<file path="config.mk">
export PLATFORM = sky130hd
export DESIGN_NAME = ts_header_monitor
export DESIGN_NICKNAME = d
export VERILOG_FILES = /design/src/rtl/ts_header_monitor.sv
export SDC_FILE = /design/constraint.sdc
export NUM_CORES = 1
export LEC_CHECK = 0
export CAP_MARGIN = 20
export CORE_ASPECT_RATIO = 0.7
export CORE_MARGIN = 4
export CORE_UTILIZATION = 55
export CTS_CLUSTER_SIZE = 20
export DETAILED_ROUTE_END_ITERATION = 10
export PLACE_DENSITY_LB_ADDON = 0.15
export SYNTH_ARGS = -nofsm -noshare
export SYNTH_HDL_FRONTEND = slang
export SYNTH_SLANG_ARGS = --single-unit
</file>
<file path="constraint.sdc">
create_clock -name clk -period 3.4 [get_ports clk]
set_input_delay 0.85 -clock clk [delete_from_list [all_inputs] [get_ports clk]]
set_output_delay 0.85 -clock clk [all_outputs]
set_load 0.05 [all_outputs]
</file>
<file path="src/rtl/ts_header_monitor.sv">
// ts_header_monitor: captures MPEG-2 TS headers and checks continuity counters per PID.
// Defining TS_CC_ERR_CNT_EN adds a saturating err_count output of continuity errors.
module ts_header_monitor #(
    parameter int NUM_PIDS = 8,
    parameter int PKT_LEN  = 188,
    parameter int CNT_W    = 16
) (
    input  logic             clk,
    input  logic             rst,
    input  logic [7:0]       byte_in,
    input  logic             byte_valid,
    input  logic             sync_pulse,
    output logic             hdr_valid,
    output logic [12:0]      pid,
    output logic             pusi,
    output logic             tei,
    output logic [1:0]       afc,
    output logic [3:0]       cc,
    output logic             cc_error,
    output logic             table_full,
    output logic             pkt_abort,
`ifdef TS_CC_ERR_CNT_EN
    output logic [CNT_W-1:0] err_count,
`endif
    output logic [CNT_W-1:0] pkt_count
);
    localparam int IW = $clog2(PKT_LEN);
    localparam int TW = NUM_PIDS > 1 ? $clog2(NUM_PIDS) : 1;

    typedef enum logic [1:0] {IDLE, HDR, CHECK, SKIP} state_t;

    state_t          state, state_nx;
    logic [IW-1:0]   idx, idx_nx;
    logic            sync_ok, abort_nx, report;
    logic [12:0]     cap_pid;
    logic            cap_tei, cap_pusi;
    logic [1:0]      cap_afc;
    logic [3:0]      cap_cc;
    logic            tab_v   [NUM_PIDS];
    logic [12:0]     tab_pid [NUM_PIDS];
    logic [3:0]      tab_cc  [NUM_PIDS];
    logic            tab_dup [NUM_PIDS];
    logic            hit, free_ok, no_check, dup_case, cc_bad, chk_err, chk_full;
    logic [TW-1:0]   hit_i, free_i;
    logic [3:0]      last_cc;

    assign sync_ok = byte_valid && sync_pulse && byte_in == 8'h47;
    assign report  = state == CHECK && !sync_ok;

    // State and byte-index register
    always_ff @(posedge clk or negedge rst) begin
        if (!rst) begin
            state <= IDLE;
            idx   <= '0;
        end else begin
            state <= state_nx;
            idx   <= idx_nx;
        end
    end

    // Next state: a real sync always restarts at byte 1; it aborts only while the header is unfinished
    always_comb begin
        state_nx = state;
        idx_nx   = idx;
        abort_nx = 1'b0;
        case (state)
            IDLE: begin
                if (sync_ok) begin
                    state_nx = HDR;
                    idx_nx   = IW'(1);
                end
            end
            HDR: begin
                if (sync_ok) begin
                    abort_nx = 1'b1;
                    idx_nx   = IW'(1);
                end else if (byte_valid) begin
                    state_nx = idx == IW'(3) ? CHECK : HDR;
                    idx_nx   = idx + IW'(1);
                end
            end
            CHECK: begin
                state_nx = sync_ok ? HDR : SKIP;
                idx_nx   = sync_ok ? IW'(1) : idx;
                abort_nx = sync_ok;
            end
            default: begin
                if (sync_ok) begin
                    state_nx = HDR;
                    idx_nx   = IW'(1);
                end else if (byte_valid) begin
                    state_nx = idx == IW'(PKT_LEN - 1) ? IDLE : SKIP;
                    idx_nx   = idx == IW'(PKT_LEN - 1) ? '0 : idx + IW'(1);
                end
            end
        endcase
    end

    // Header byte capture; byte1 bit5 (priority) and byte3 scrambling bits are not reported
    always_ff @(posedge clk or negedge rst) begin
        if (!rst) begin
            cap_pid  <= '0;
            cap_tei  <= 1'b0;
            cap_pusi <= 1'b0;
            cap_afc  <= '0;
            cap_cc   <= '0;
        end else if (state == HDR && byte_valid && !sync_ok) begin
            if (idx == IW'(1)) begin
                cap_tei       <= byte_in[7];
                cap_pusi      <= byte_in[6];
                cap_pid[12:8] <= byte_in[4:0];
            end else if (idx == IW'(2)) begin
                cap_pid[7:0] <= byte_in;
            end else if (idx == IW'(3)) begin
                cap_afc <= byte_in[5:4];
                cap_cc  <= byte_in[3:0];
            end
        end
    end

    // Table lookup: matching entry and lowest free entry
    always_comb begin
        hit     = 1'b0;
        hit_i   = '0;
        free_ok = 1'b0;
        free_i  = '0;
        for (int i = NUM_PIDS - 1; i >= 0; i--) begin
            if (tab_v[i] && tab_pid[i] == cap_pid) begin
                hit   = 1'b1;
                hit_i = TW'(i);
            end
            if (!tab_v[i]) begin
                free_ok = 1'b1;
                free_i  = TW'(i);
            end
        end
    end

    // Continuity verdict: payload packets advance the counter, one repeat is tolerated
    always_comb begin
        no_check = cap_tei || cap_pid == 13'h1FFF;
        last_cc  = tab_cc[hit_i];
        dup_case = cap_afc[0] && cap_cc == last_cc && !tab_dup[hit_i];
        cc_bad   = cap_afc[0] ? (cap_cc == last_cc ? tab_dup[hit_i] : cap_cc != last_cc + 4'd1)
                              : cap_cc != last_cc;
        chk_err  = !no_check && hit && cc_bad;
        chk_full = !no_check && !hit && !free_ok;
    end

    // PID table update at the end of CHECK; entries are only freed by reset
    always_ff @(posedge clk or negedge rst) begin
        if (!rst) begin
            for (int i = 0; i < NUM_PIDS; i++) begin
                tab_v[i]   <= 1'b0;
                tab_pid[i] <= '0;
                tab_cc[i]  <= '0;
                tab_dup[i] <= 1'b0;
            end
        end else if (report && !no_check) begin
            if (hit) begin
                tab_cc[hit_i]  <= cap_cc;
                tab_dup[hit_i] <= dup_case;
            end else if (free_ok) begin
                tab_v[free_i]   <= 1'b1;
                tab_pid[free_i] <= cap_pid;
                tab_cc[free_i]  <= cap_cc;
                tab_dup[free_i] <= 1'b0;
            end
        end
    end

    // Registered header report, event pulses and packet counter
    always_ff @(posedge clk or negedge rst) begin
        if (!rst) begin
            hdr_valid  <= 1'b0;
            cc_error   <= 1'b0;
            table_full <= 1'b0;
            pkt_abort  <= 1'b0;
            pid        <= '0;
            pusi       <= 1'b0;
            tei        <= 1'b0;
            afc        <= '0;
            cc         <= '0;
            pkt_count  <= '0;
        end else begin
            hdr_valid  <= report;
            cc_error   <= report && chk_err;
            table_full <= report && chk_full;
            pkt_abort  <= abort_nx;
            if (report) begin
                pid       <= cap_pid;
                pusi      <= cap_pusi;
                tei       <= cap_tei;
                afc       <= cap_afc;
                cc        <= cap_cc;
                pkt_count <= pkt_count + CNT_W'(1);
            end
        end
    end

`ifdef TS_CC_ERR_CNT_EN
    // Saturating continuity-error counter
    always_ff @(posedge clk or negedge rst) begin
        if (!rst)
            err_count <= '0;
        else if (report && chk_err && err_count != '1)
            err_count <= err_count + CNT_W'(1);
    end
`endif
endmodule

</file>
==> run_results.csv, run 1 <==
group,metric,value,unit
flow_run,maxCapViolations,0,
critical_path,cp.required,3.85,ns
grt,antenna_found_initial,1,
finish,num_antenna_cells,0,
sta,tightest_slew,1.05,ns
run_status,violations,"negative setup slack",
yosys,ys.flop_type,"dfrtp_1",
sta,post-route-period-util,111,%
routing,first_iter_violations,683,
power_and_ir_drop,ir_drop,0.631,mV
place,place_hpwl,21400,um
die,io_pins,53,
sta,maxSlewHeadroom,29.3,%
grt,grtUsageTotal,26.2,%
routing,vias,8856,
grt,first_global_vias,8411,
cts,cts_tree,"built",
yosys,ys_warn_count,0,
yosys,yosysSeqAreaShare,49.8,%
routing,avgRoutedWirePerCell,21.0,um
yosys,syn_avg_cell_area,11.1,um^2
critical_path,critPathKind,"flip-flop to flip-flop",
routing,remaining_drc_errors,0,
critical_path,cp.arrival,4.24,ns
yosys,ys_async_sr_fraction,100,%
routing,totalWireLength,32000,um
critical_path,r2r_start,"cap_pid[7]",
finish,drive_gt1_share,41.2,%
finish,mostFrequentLayoutCells,"dfrtp_1 (221), buf_4 (166), nand2_1 (150)",
yosys,syn_inst,1015,
die,start_util,56.4,%
critical_path,reg2reg_setup_slack,-0.39,ns
place,routabilityCongestion,0.957,
grt,grt_overflow_total,0,
cts,clkSinkCount,224,
finish,finalNonFillerCells,1522,
yosys,synth_top_cell_by_area,"dfrtp_1",
cts,insertion_delay,0.53,ns
critical_path,path_max_fanout,5,
finish,final_common_cell,"dfrtp_1",
critical_path,worstSetupEndpointType,"flip-flop",
sta,rsz0062_at_grt,"true",
routing,ant_nets,0,
cts,cts_max_path_buffers,3,
cts,cts-root-buf,"clkbuf_16",
sta,max_freq,0.264,GHz
die,core_area,20000,um^2
finish,nets,1257,
grt,grt_pass1_wl,46800,um
sta,fin_skew,0.0193,ns
sta,final-hold-violation-count,0,
power_and_ir_drop,p_per_area,984,nW/um^2
power_and_ir_drop,total_power,0.0150,W
yosys,netlist.area_leader.share,49.8,%
cts,cts_buffers,23,
place,place.port_buffers,52,
yosys,synth_cell_types,74,
sta,layout_setup_ws,-0.388,ns
power_and_ir_drop,power.leakage,7.06,nW
run_status,outcome,"finished with violations",
critical_path,critPathLaunchType,"flip-flop",
routing,route.detailed.vias_per_inst,5.82,
yosys,netlist_area,11300,um^2
place,placed_cells,1450,
yosys,ys_top_cells_by_area,"dfrtp_1 (50%), mux2_2 (15%), xnor2_1 (8.0%)",
cts,cts_htree_levels,1,
sta,fin_crit,3.79,ns
die,die_w,179,um
sta,slew_viol_final,0,
routing,drt_first_pass_iters,5,
critical_path,crit_path_start,"cap_pid[7]",
cts,hold_buffers,0,
critical_path,r2r_end,"tab_dup[6]",
cts,clk_pin_slew_worst_paths,0.06,ns
yosys,synth_nets,1036,
yosys,ys_ff_latch,224,
die,die_y,128,um
finish,area_growth,35.5,%
grt,grt_max_degree,79,
die,rows,43,
critical_path,rr_worst_depth,14,
sta,setup_viol,9,
die,die-area,22800,um^2
min_path,hp-class,"primary input to async pin",
yosys,synth_edf_count,0,
==> where the power goes <==
group          switching, W  internal (W)  total [W]
Combinational       0.00447       0.00426    0.00873
Clock               0.00109       0.00141    0.00250
Sequential         0.000567       0.00322    0.00378
Total               0.00612       0.00889     0.0150
==> worst max-delay path, cell delays in order (launching register included) <==
cell,delay (ns)
dfrtp_2,0.45
buf_6,0.15
xor2_2,0.17
nor4_2,0.27
buf_4,0.16
nand4_1,0.21
a21o_1,0.24
o21a_2,0.25
or2_1,0.23
a21o_1,0.20
o2111a_1,0.23
nand4bb_1,0.18
or4b_4,0.56
or2_4,0.28
o21ai_2,0.13
==> sequential cells by signal (all words and copies together), names as in the netlist <==
register    cells
idx             8
pusi            1
afc             2
cc              4
tab_dup         8
tab_v           8
pkt_abort       1
pid            13
cap_pusi        1
cap_cc          4
tab_pid       104
tab_cc         32
hdr_valid       1
cc_error        1
cap_tei         1
table_full      1
cap_afc         2
state           2
pkt_count      16
tei             1
cap_pid        13
==> worst max path at each step <==
stage | end | slack (ns) | cells past startpoint
CTS | tab_dup[0] | -0.38 | 15
floorplan | tab_dup[5] | -0.04 | 14
global route | tab_dup[6] | -0.48 | 13
detailed placement | tab_dup[1] | -0.49 | 13
finish | tab_dup[6] | -0.39 | 14
global placement | tab_dup[2] | -0.36 | 13
==> cells by family after synthesis <==
kind of cell / count (synthesis) / synth area share (%)
flip-flops: 224 / 49.8
buffers and inverters: 69 / 3.22
AND/OR/NAND/NOR: 342 / 15.1
multiplexers: 148 / 14.8
XOR/XNOR: 128 / 10.4
adder cells (fa/ha/maj): 9 / 1.00
AO/OA/AOI/OAI: 95 / 5.62
==> final cells by class <==
class,instances,area [um^2]
fill,1273,4710
tap,270,338
sequential,224,5610
timing repair buffer,250,2360
multi-input combinational,722,6150
inverter,15,58.8
clock buffer,28,634
clock inverter,13,108
==> cell usage after synthesis, types with 4 or more instances <==
cell,count
buf_6,13
or4_1,6
nand3_1,13
clkbuf_1,30
o22ai_1,6
nor4_1,18
a21oi_1,10
xor2_1,18
buf_1,8
nor2_1,35
xnor2_2,7
and2_1,6
nand4_1,54
inv_1,14
ha_1,9
and3_1,7
nand2b_1,8
nand2_1,155
o31ai_1,7
xnor2_1,103
dfrtp_1,224
o21ai_0,33
nor3_1,10
nor4b_1,4
mux2_2,145
==> metal layers <==
metal | GRT usage, % | share of wire, % | vias up
li1 | - | - | 4020
met1 | 40.9 | 47 | 4472
met2 | 38.1 | 44 | 319
met3 | 5.31 | 7.3 | 45
met4 | 4.83 | 1.8 | 0
met5 | 0 | 0 | -
==> metrics by stage <==
| stage | setup TNS (ns) | hold slack, ns | worst slack (ns) | utilization (%) | instance area [um^2] |
|---|---|---|---|---|---|
| after global placement | -3.25 | 0.457 | -0.363 | 66.7 | 13300 |
| after global routing | -3.82 | 0.354 | -0.479 | 76.4 | 15300 |
| after floorplan | -0.0814 | 0.433 | -0.0407 | - | 11300 |
| final | -2.92 | 0.313 | -0.388 | 76.4 | 15300 |
| after detailed placement | -4.14 | 0.461 | -0.486 | 66.7 | 13300 |
| after CTS | -3.19 | 0.336 | -0.379 | 71.2 | 14200 |
==> repair_timing <==
action	in CTS	in global routing
pin swaps	11	50
endpoints found under the setup margin	61	144
resized for setup	23	130
buffers inserted	6	22
gates cloned	0	4
(Power assumes the default switching activity.)
==> run 2, diff against run 1 <==
Settings changed: CORE_MARGIN 4 to not set, CORE_UTILIZATION 55 to 57, CTS_BUF_LIST set to sky130_fd_sc_hd__clkbuf_4 sky130_fd_sc_hd__clkbuf_8, SETUP_SLACK_MARGIN set to 0.02.
==> run_results.csv, run 2 (synthesis results as in run 1) <==
group,metric,value,unit
run_status,outcome,"finished with violations",
run_status,violations,"negative setup slack",
cts,cts_tree,"built",
routing,route.detailed.vias_per_inst,5.84,
place,dpl-instance-area,13300,um^2
finish,design_area,14600,um^2
grt,grt_overflow_total,0,
critical_path,path_max_fanout,8,
sta,maxSlewHeadroom,37.7,%
grt,grt_use_met1,49.1,%
finish,final_common_cell,"dfrtp_1",
sta,setup_tns,-3.52,ns
grt,met3_usage,8.61,%
die,rows,42,
sta,fin_skew,0.0259,ns
cts,cts-root-buf,"clkbuf_8",
place,place.port_buffers,52,
sta,post-route-period-util,112,%
grt,use_met2,44.7,%
critical_path,cp.arrival,4.25,ns
critical_path,critPathLaunchType,"flip-flop",
finish,final_util,76.3,%
finish,regMostFlops,"tab_pid",
critical_path,cp.required,3.85,ns
routing,vias,8801,
critical_path,r2r_end,"tab_dup[4]",
sta,fin_crit,3.80,ns
sta,slew_viol_final,0,
power_and_ir_drop,power.leakage,6.80,nW
die,io_pins,53,
sta,setup_viol,13,
routing,totalWireLength,31400,um
power_and_ir_drop,p_per_area,947,nW/um^2
place,place_hpwl,22500,um
die,start_util,58.8,%
routing,ant_nets,0,
critical_path,worstSetupEndpointType,"flip-flop",
grt,grt-busiest-layer,"met1",
sta,max_freq,0.263,GHz
grt,grt_pass1_wl,49600,um
sta,rsz0062_at_grt,"true",
grt,grt_max_degree,77,
cts,insertion_delay,0.53,ns
place,routabilityCongestion,0.963,
sta,layout_setup_ws,-0.402,ns
critical_path,reg2reg_setup_slack,-0.40,ns
routing,avgRoutedWirePerCell,20.8,um
routing,first_iter_violations,618,
finish,area_growth,29.8,%
finish,nets,1241,
power_and_ir_drop,ir_drop,0.636,mV
die,die_y,120,um
finish,mostFrequentLayoutCells,"dfrtp_1 (223), nand2_1 (154), mux2_2 (145)",
routing,remaining_drc_errors,0,
finish,top_regs,"tab_pid: 104 flops, tab_cc: 32 flops, pkt_count: 16 flops",
min_path,hp-class,"primary input to async pin",
critical_path,r2r_start,"cap_pid[9]",
flow_run,maxCapViolations,0,
grt,grtUsageTotal,32.2,%
routing,drt_first_pass_iters,9,
sta,tightest_slew,0.924,ns
grt,first_global_vias,8711,
die,die_w,170,um
sta,final-hold-violation-count,0,
cts,cts_htree_levels,2,
cts,clkSinkCount,224,
critical_path,critPathKind,"flip-flop to flip-flop",
cts,clk_pin_slew_worst_paths,0.06,ns
die,die-area,20300,um^2
finish,drive_gt1_share,37.4,%
grt,antenna_found_initial,1,
finish,largest_reg_flops,104,
die,core_area,19100,um^2
sta,hold_ws,0.300,ns
power_and_ir_drop,total_power,0.0138,W
cts,cts_max_path_buffers,3,
cts,hold_buffers,0,
critical_path,rr_worst_depth,17,
cts,cts_buffers,35,
[run 2: changes by cell type in the layout (fill, tap and decap cells not counted), moves of 7 or more]
cell	delta
clkbuf_16	-27
clkbuf_4	+14
xnor2_1	+19
buf_6	-7
clkbuf_8	+36
clkinv_2	-8
buf_4	-22
xnor2_2	-14
[run 2: repair_timing]
| item | 4_1_cts | 5_1_grt |
|---|---|---|
| endpoints found under the setup margin | 109 | 145 |
| buffers inserted | 5 | 3 |
| hold endpoints to repair | 0 | 0 |
| cloned | 1 | 0 |
| gates resized for setup | 30 | 50 |
| pin swaps | 17 | 10 |
[run 2: cell type report]
type | instances | area, um^2
multi-input combinational | 722 | 5770
sequential | 224 | 5610
fill | 1310 | 4530
timing repair buffer | 222 | 2130
clock buffer | 54 | 656
tap | 264 | 330
clock inverter | 5 | 58.8
inverter | 15 | 56.3
antenna | 1 | 2.50
[run 2: where the power goes]
group          internal [W]  switching [W]  total, W
clock               0.00131        0.00106   0.00236
sequential          0.00321       0.000539   0.00375
combinational       0.00364        0.00407   0.00771
total               0.00816        0.00567    0.0138
[run 2: worst max path at each step]
stage          startpoint          to  slack, ns
2_1_floorplan  cap_pid[6]  tab_dup[5]      -0.04
3_3_place_gp   cap_pid[0]  tab_dup[0]      -0.50
3_5_place_dp   cap_pid[3]  tab_dup[0]      -0.56
4_1_cts        cap_pid[9]  tab_dup[6]      -0.33
5_1_grt        cap_pid[8]  tab_dup[4]      -0.53
6_report       cap_pid[9]  tab_dup[4]      -0.40
[run 2: worst max-delay path: stages (launching register included)]
cell,delay [ns]
dfrtp_1,0.41
buf_12,0.15
buf_4,0.13
xnor2_1,0.16
nand4_1,0.13
nor4_2,0.06
buf_4,0.15
or2_4,0.26
buf_4,0.15
or4b_1,0.51
o211a_1,0.14
nor3_2,0.26
a211oi_2,0.09
xnor2_1,0.22
or4b_4,0.53
buf_8,0.17
nor2_2,0.08
a22o_1,0.13
[run 2: stage by stage]
step,setup WS [ns],instances
final,-0.402,1507
after floorplan,-0.0407,1015
after detailed placement,-0.558,1438
after CTS,-0.331,1503
after global placement,-0.500,1438
after global routing,-0.525,1506
[run 2: routing by layer]
layer / vias to the layer above / part of all wire, %
met2: 363 / 42
met1: 4384 / 47
met3: 55 / 9.1
li1: 3999 / -
met5: - / 0
met4: 0 / 2.0
==> run 3, diff against run 2 <==
Settings changed: CORE_UTILIZATION 57 to 60, DONT_BUFFER_PORTS set to 1.
==> run_results.csv, run 3 (synthesis results as in run 1) <==
group,metric,value,unit
routing,ant_nets,0,
flow_run,maxCapViolations,0,
routing,drt_first_pass_iters,8,
finish,multi_input_area,6030,um^2
finish,largest_reg_flops,104,
critical_path,cp.required,3.83,ns
routing,vias,8642,
die,core_area,18200,um^2
die,die_w,166,um
critical_path,crit_path_start,"cap_pid[7]",
grt,grt_max_degree,169,
cts,clk_pin_slew_worst_paths,0.07,ns
die,die_y,117,um
cts,cts_buffers,35,
sta,slew_viol_final,0,
die,die-area,19300,um^2
grt,grtUsageTotal,32.0,%
sta,max_freq,0.264,GHz
routing,totalWireLength,31400,um
power_and_ir_drop,p_int,0.00841,W
cts,cts_tree,"built",
die,start_util,61.8,%
die,io_pins,53,
sta,post-route-period-util,111,%
routing,remaining_drc_errors,2,
finish,top_regs,"tab_pid: 104 flops, tab_cc: 32 flops, pkt_count: 16 flops",
power_and_ir_drop,ir_drop,0.647,mV
grt,antenna_found_initial,0,
run_status,outcome,"finished with violations",
grt,first_global_vias,8397,
finish,mostFrequentLayoutCells,"dfrtp_1 (218), nand2_1 (152), mux2_2 (145)",
finish,final_common_cell,"dfrtp_1",
min_path,hp-class,"primary input to async pin",
finish,drive_gt1_share,41.5,%
critical_path,max_stage_delay,0.57,ns
cts,cts-root-buf,"clkbuf_8",
place,place_hpwl,21100,um
sta,fin_crit,3.79,ns
routing,first_iter_violations,835,
place,routabilityCongestion,0.934,
power_and_ir_drop,p_seq_share,29.9,%
routing,route.detailed.vias_per_inst,6.04,
sta,setup_viol,9,
place,pre_cts_slack,-0.498,ns
die,rows,41,
critical_path,critPathLaunchType,"flip-flop",
routing,avgRoutedWirePerCell,22.0,um
finish,design_area,14400,um^2
sta,fin_skew,0.0169,ns
place,place.port_buffers,0,
power_and_ir_drop,swShare,41.1,%
power_and_ir_drop,clock_power_share,18.7,%
sta,maxSlewHeadroom,32.8,%
power_and_ir_drop,power_frac_comb,51.4,%
critical_path,r2r_start,"cap_pid[7]",
critical_path,cp_cell_sequence,"buf_6, xnor2_2, nand4_1, or4_4, a211oi_2, o21a_2, nor2_4, a2111oi_4, a31o_2, xnor2_2, or4b_4, buf_6, o31ai_1",
critical_path,slowest_stage,"or4b_4",
finish,regMostFlops,"tab_pid",
cts,cts_htree_levels,2,
critical_path,path_max_fanout,6,
power_and_ir_drop,p_per_area,990,nW/um^2
run_status,violations,"design-rule violations, negative setup slack",
place,dpl-instance-area,12600,um^2
grt,grt_pass1_wl,46700,um
finish,seq_area,5610,um^2
power_and_ir_drop,switchingPower,0.00586,W
cts,insertion_delay,0.54,ns
critical_path,cp.arrival,4.21,ns
finish,area_growth,28.1,%
sta,rsz0062_at_grt,"true",
finish,num_antenna_cells,0,
grt,grt_overflow_total,0,
critical_path,worstSetupEndpointType,"flip-flop",
sta,layout_setup_ws,-0.386,ns
cts,clkSinkCount,224,
critical_path,critPathKind,"flip-flop to flip-flop",
sta,tightest_slew,1.00,ns
finish,nFillCells,1067,
finish,finalNonFillerCells,1431,
sta,final-hold-violation-count,0,
cts,cts_max_path_buffers,3,
place,placed_cells,1348,
power_and_ir_drop,power.leakage,6.73,nW
sta,setup_tns,-2.99,ns
finish,nets,1190,
[run 3: worst paths after layout]
| path | end | slack, ns | depth (start not counted) |
|---|---|---|---|
| worst min register to register | pusi | 0.48 | 2 |
| worst max register to register | tab_dup[7] | -0.39 | 13 |
| min in group clk | cap_afc[1] | 0.46 | 1 |
| worst min-delay path | tab_pid[26] | 0.004 | 0 |
| max in group asynchronous | cap_pid[0] | 1.75 | 1 |
| worst max-delay path | tab_dup[7] | -0.39 | 13 |
[run 3: worst max-delay path: cells and delay by family (launching register included)]
family	cells	cell delay (ns)
xor gates and xnor gates	2	0.26
and+or+nand+nor	4	1.33
DFF	1	0.49
AOI/OAI and AO/OA	5	1.28
buffers and inverters	2	0.32
[run 3: layout make-up]
type	instances	share of cell area, %
Inverter	15	0.391
Sequential cell	224	38.9
Multi-Input combinational cell	722	41.8
Timing Repair Buffer	171	11.1
Tap cell	236	2.05
Clock buffer	52	4.53
Clock inverter	11	1.13
[run 3: per-stage QoR]
step                      util [%]  hold WS (ns)  power, W
final                         79.1       0.00358    0.0143
after global routing          79.1      -0.00395    0.0149
after floorplan                  -         0.433   0.00775
after detailed placement      69.4         0.467    0.0103
after global placement        69.4         0.449    0.0101
after CTS                     76.2      0.000384    0.0134
[run 3: power groups by stage]
| stage | Sequential, W | Combinational (W) | Clock [W] |
|---|---|---|---|
| after detailed placement | 0.00424 | 0.00603 | 0 |
| after global routing | 0.00432 | 0.00781 | 0.00281 |
| after CTS | 0.00421 | 0.00647 | 0.00270 |
| final | 0.00427 | 0.00734 | 0.00267 |
| after global placement | 0.00421 | 0.00589 | 0 |
| after floorplan | 0.00401 | 0.00373 | 0 |
[run 3: layer usage]
metal | routed length (um) | track usage [%] | vias to the layer above
met5 | 0 | 0 | -
met4 | 549 | 8.60 | 0
met3 | 3180 | 8.61 | 57
met2 | 13400 | 45.8 | 325
met1 | 14300 | 48.0 | 4376
li1 | - | - | 3884
[run 3: what timing repair did]
action	CTS	global route
endpoints found under the hold margin	18	0
pin swaps	10	28
hold buffers	5	0
gates resized for setup	50	80
endpoints found under the setup margin	91	143
setup buffers	7	7
cloned	0	1
